**config.mk**
```make
export PLATFORM = sky130hd
export DESIGN_NAME = adc_iq_sequencer
export DESIGN_NICKNAME = d
export VERILOG_FILES = /design/src/rtl/adc_iq_sequencer.sv
export SDC_FILE = /design/constraint.sdc
export NUM_CORES = 1
export LEC_CHECK = 0
export BUFFER_PORTS_ARGS = -buffer_cell sky130_fd_sc_hd__buf_2
export CAP_MARGIN = 5
export CORE_MARGIN = 5
export CORE_UTILIZATION = 40
export DETAILED_ROUTE_END_ITERATION = 6
export PLACE_DENSITY = 0.69
export SYNTH_ARGS = -nofsm -noshare
export SYNTH_HDL_FRONTEND = slang
export SYNTH_SLANG_ARGS = --single-unit
export TNS_END_PERCENT = 100
```
**constraint.sdc**
```tcl
create_clock -name clk -period 3.4 [get_ports clk]
set_input_delay 0.85 -clock clk [delete_from_list [all_inputs] [get_ports clk]]
set_output_delay 0.85 -clock clk [all_outputs]
set_load 0.01 [all_outputs]
```
**src/rtl/adc_iq_sequencer.sv**
```systemverilog
// I/Q ADC conversion sequencer: alternates the mux between I and Q, starts conversions, forwards samples.
// Optional conversion watchdog enabled by defining ADC_SEQ_WATCHDOG_EN.
module adc_iq_sequencer #(
    parameter logic [2:0] I_CH        = 3'b110,
    parameter logic [2:0] Q_CH        = 3'b100,
    parameter int         SETTLE_CYC  = 4,
    parameter int         TIMEOUT_CYC = 200
) (
    input  logic       clk,
    input  logic       rst,
    input  logic       run,
    output logic [2:0] adc_ch,
    output logic       adc_soc,
    input  logic       adc_eoc,
    input  logic [9:0] adc_data,
    output logic       smp_en,
    output logic [2:0] smp_channel,
    output logic [9:0] smp_data,
    output logic       pair_done,
    output logic       overrun,
    output logic       timeout,
    input  logic       clr_flags
);

    // state  | meaning
    // IDLE   | mux parked on I, waiting for run
    // SETTLE | mux held for SETTLE_CYC clocks
    // START  | one-clock start-of-conversion
    // WAIT   | waiting for end-of-conversion (watchdog optional)
    // EMIT   | one-clock sample strobe, then advance the channel
    typedef enum logic [2:0] {
        IDLE   = 3'd0,
        SETTLE = 3'd1,
        START  = 3'd2,
        WAIT   = 3'd3,
        EMIT   = 3'd4
    } state_t;

`ifdef ADC_SEQ_WATCHDOG_EN
    localparam bit WDOG_EN = 1'b1;
`else
    localparam bit WDOG_EN = 1'b0;
`endif

    state_t      state;
    state_t      state_nxt;
    logic        on_q;
    logic [7:0]  settle_cnt;
    logic [15:0] wdog_cnt;
    logic        capture;
    logic        wdog_expire;

    always_ff @(posedge clk) begin
        if (rst) state <= IDLE;
        else     state <= state_nxt;
    end

    always_comb begin
        state_nxt   = state;
        adc_soc     = 1'b0;
        smp_en      = 1'b0;
        pair_done   = 1'b0;
        capture     = 1'b0;
        wdog_expire = 1'b0;
        case (state)
            IDLE: begin
                if (run) state_nxt = SETTLE;
            end
            SETTLE: begin
                if (settle_cnt == 8'd0) state_nxt = START;
            end
            START: begin
                adc_soc   = 1'b1;
                state_nxt = WAIT;
            end
            WAIT: begin
                // A late eoc on the terminal-count clock is still accepted.
                if (adc_eoc) begin
                    capture   = 1'b1;
                    state_nxt = EMIT;
                end else if (WDOG_EN && (wdog_cnt == 16'd1)) begin
                    wdog_expire = 1'b1;
                    state_nxt   = run ? SETTLE : IDLE;
                end
            end
            EMIT: begin
                smp_en    = 1'b1;
                pair_done = on_q;
                state_nxt = run ? SETTLE : IDLE;
            end
            default: state_nxt = IDLE;
        endcase
    end

    always_ff @(posedge clk) begin
        if (rst) begin
            on_q        <= 1'b0;
            adc_ch      <= I_CH;
            settle_cnt  <= 8'd0;
            wdog_cnt    <= 16'd0;
            smp_channel <= 3'd0;
            smp_data    <= 10'd0;
            overrun     <= 1'b0;
            timeout     <= 1'b0;
        end else begin
            if ((state_nxt == SETTLE) && (state != SETTLE))
                settle_cnt <= 8'(SETTLE_CYC - 1);
            else if ((state == SETTLE) && (settle_cnt != 8'd0))
                settle_cnt <= settle_cnt - 8'd1;

            if (state == START)
                wdog_cnt <= 16'(TIMEOUT_CYC);
            else if ((state == WAIT) && (wdog_cnt != 16'd0))
                wdog_cnt <= wdog_cnt - 16'd1;

            if (capture) begin
                smp_data    <= adc_data;
                smp_channel <= adc_ch;
            end

            // Only an I emit with run still high moves on to Q; everything else re-arms on I.
            if ((state == EMIT) && run && !on_q) begin
                on_q   <= 1'b1;
                adc_ch <= Q_CH;
            end else if ((state == EMIT) || wdog_expire) begin
                on_q   <= 1'b0;
                adc_ch <= I_CH;
            end

            if (adc_eoc && (state != WAIT)) overrun <= 1'b1;
            else if (clr_flags)             overrun <= 1'b0;

            if (wdog_expire)    timeout <= 1'b1;
            else if (clr_flags) timeout <= 1'b0;
        end
    end

endmodule

```
* Word level (Yosys, flattened, before mapping)
Index checks and enable logic that the tools add are counted.
Word-level totals: input port bits 15, word-level logic and storage cells 47, bits in registers 26
Cells by class: mux-type cells 18, equal/unequal tests 7, add/sub/neg operators 1, reductions and logical operators 13
Operators with widths (number):
- $pmux W3 S5 | 1
- $mux W1 | 10
- $mux W3 | 3
- $logic_not A8 Y1 | 1
- $mux W2 | 4
- $reduce_bool A8 Y1 | 1
- $sub A8 B1 Y8 const B | 1
- $eq A3 B1 Y1 const B | 2
- $eq A3 B2 Y1 const B | 2
- $reduce_bool A2 Y1 | 3
- $logic_and A1 B1 Y1 | 5
- $eq A3 B3 Y1 const B | 1
- $logic_not A3 Y1 | 1
- $ne A3 B1 Y1 const B | 1
- $ne A3 B2 Y1 const B | 1
- $reduce_or A2 Y1 | 1
- $logic_not A1 Y1 | 1

* Depth between registers and ports, before layout
word-level depth 6, gate-level depth with buffers 5

* Least setup slack after synthesis
Ideal clock, no wire load.
path type reg2out, start register state[0], end output port pair_done, setup slack 1.354 ns, required time 2.550 ns, buffers on the path 1, data arrival time 1.196 ns, stages on the path, launching flop included 4, cell sequence dfxtp_1 > buf_4 > nor3b_1 > and2_1
Between the ends: word-level cells in the longest chain between the ends 2
Ends and longest elaborated chain:
- from (decl) | RTL line 45 | state_t state;
- from (signal assigned) | RTL line 55 | else state <= state_nxt;
- $eq A3 B3 Y1 | RTL line 65 | case (state)
- $mux W1 | RTL line 65
- to (decl) | RTL line 19 | output logic pair_done,
Every way passes these cells.

* Worst setup path after layout
Ends and elaborated chain as after synthesis.

==> metrics.txt <==
Placed Area=0.00147 mm²; I/O Buffers=31; Util after Layout=49.2%; ys async rst share=0%; Hold Startpoint=smp_data[2]; Nets=191; total clock sinks=26; post-route minimum period=2350 ps; beginning of the critical path=state[0]; worst flop-to-flop path startpoint=state[0]; DRT Wirelength=2.71 mm; crit-path cells=nor3b_1 -> and2_1 -> buf_2; DR DRC count=0; Fin Setup TNS=0 ps; unrepaired setup endpoints after global routing=no; Design Area, Final=between 0.0015 and 0.002 mm²; Synth-to-Final Area Change=15.3%; Die W=67.5 µm; CTS clk-pin slew, worst paths=between 100 and 150 ps; M2 GR Usage=between 20 and 25%; post-DP HPWL=just under 2 mm; slew margin rel.=50.1%; Setup crit end kind=output port; die height=around 68 µm; Mapped Avg Cell Area=about 9 µm²; cts bufs inserted=3; post-route insts no fill=between 200 and 250; Final ANT Viol Nets=0; die area=0.00456 mm²; Worst IR Drop VDD=276 µV; cell row count=20; root buf cell=clkbuf_4; crit start category=register; diode count=0; antenna violations before repair=0; Top FF cell, synth=dfxtp_1; layout cells sized above 1=~30%; Cell Area, Synth=0.00132 mm²; grt met1 use=14.4%; CP Data Required Time=2550 ps; Worst Path Max Fanout=11; WL per Instance=12.5 µm; largest net degree at the start of global routing=33; final hold violations=0; routed vias/inst=5.02; sequential share of the synthesized area=39.4%; Yosys reg bits=26; period utilization=69.2%; busiest grt layer=met2; XOR/XNOR share of the synthesized area=0%; largest family of logic cells by synthesized area=simple AND/OR/NAND/NOR gates; GPL Wtd Cong=between 0.7 and 0.8; met3 usage=2.33%; CTS Hold Bufs=0; count of different cell masters after synthesis=43; Hold WC Path Type=register to register; mux cell area share after synthesis=~4.2%; Syn Inst Count=~150; Initial Utilization=42.6%; Slew @ Worst Pin=737 ps; Setup Crit Path Kind=register to output port; Cells after DPL=~210; leak pwr=0.636 nW; DRT Pass-1 Iters=4; DR vias=1,090; I/O Pins=36; Post-synth EDFFs=0; DR iter-0 viols=28; Setup Fix Bufs, Post-CTS=0; Yosys warnings=0; clock latency on the worst-skew pair=~320 ps; WP data arrival=~1500 ps; power per cell area=654 mW/mm²; max-slew violation count=0; TritonCTS clock tree=done; slowest CP cell=nor3b_1; first-pass GRT wire length=4.42 mm; # setup viols final=0; Adder-Cell Fraction of Synth Area=1.89%; status=finished, final reports clean; vias in the first global route=1,003; skew final=2.41 ps; Core ar.=0.00310 mm²; GRT Total Usage=about an eighth; cts repair resizes=0; CTS H-tree depth=1; Max Buffers Root-to-Sink=2; f_max=around 420 MHz; number of max-cap violations=0; Crit path largest cell delay=440 ps; Synth Area in Compound Gates=16.2%; Post-Synth Simple-Gate Area=between 30% and 40%; GRT Residual Overflow=0
[registers in the layout, indices dropped and copies added, names as in the netlist]
name / cells
smp_data: 10
adc_ch: 1
overrun: 1
smp_channel: 2
on_q: 1
state: 3
settle_cnt: 8
[cells in the mapped netlist (all sizes together), types with 2 or more instances]
cell type  instances  area [µm²]
nand2b             3        18.8
nand3              2        10.0
dfxtp             26         521
inv                5        18.8
a211oi             2        15.0
a21oi             18        90.1
nor4b              3        41.3
clkbuf             5        18.8
or2                2        12.5
nor3b              2        20.0
nor4               2        27.5
conb               2        7.51
buf                7        56.3
ha                 2        25.0
nand2             22        82.6
or3b               6        52.6
nor2b              2        12.5
nor2               7        26.3
a21o               3        22.5
nand3b             5        37.5
mux2i              4        40.0
[logic make-up (layout without fill, tap and decap cells)]
logic type	after synthesis	after routing
buffers and inverters	17	41
DFF	26	26
muxes	5	5
adders and majority gates	2	2
other	2	4
AOI/OAI and AO/OA	31	31
and+or+nand+nor	64	64
[worst max-delay path, delay by kind of cell, from the launching register on]
family / cells / cell delay, ps
simple gates: 2 / 630
buf+inv: 1 / 120
flops: 1 / 430
[power by group]
group | internal, W | leakage [nW] | switching [W] | total [W]
clock | 0.000119 | 0.0279 | 0.0000911 | 0.000210
combinational | 0.000178 | 0.398 | 0.000213 | 0.000392
sequential | 0.000344 | 0.211 | 0.0000517 | 0.000396
[final timing paths]
kind	cells after the start	to	slack (ps)
max	3	pair_done	1050
min	2	smp_data[2]	470
min reg2reg	2	smp_data[2]	470
max reg2reg	3	settle_cnt[1]	1650
[through the flow]
stage	worst slack (ps)	hold WS, ps	power [W]
final	1050	466	0.000998
after global routing	903	495	0.00106
after CTS	1030	464	0.00100
after detailed placement	1430	446	0.000792
after global placement	1460	440	0.000777
after floorplan	1350	481	0.000723
[per-layer routing]
| metal | part of all wire (%) | routed length [µm] | up-vias |
|---|---|---|---|
| met3 | 5.4 | 147 | 4 |
| met2 | 48 | 1310 | 26 |
| li1 | - | - | 554 |
| met5 | 0 | 0 | - |
| met1 | 45 | 1220 | 506 |
| met4 | 1.2 | 33 | 0 |
[placed cells by master, fill, tap and decap left out, drive strengths merged, types with 2 or more instances in the layout]
master  netlist  final
buf           7     32
or3b          6      6
nand2        22     22
nor3b         2      2
ha            2      2
a21o          3      3
nor2b         2      2
conb          2      4
nor4          2      2
or2           2      2
dfxtp        26     26
a211oi        2      2
nor2          7      7
a21oi        18     18
mux2i         4      4
nand2b        3      3
nand3b        5      5
inv           5      5
nor4b         3      3
nand3         2      2
clkbuf        5      3
[area by class of cell]
cell class | instances | area [µm²]
inverter | 5 | 18.8
fill | 304 | 1580
sequential | 26 | 520
timing repair buffer | 32 | 163
clock buffer | 3 | 22.5
clock inverter | 1 | 30.0
tap | 44 | 55.1
multi-input combinational | 106 | 716
Note: power is estimated with default switching activity, not from simulation.
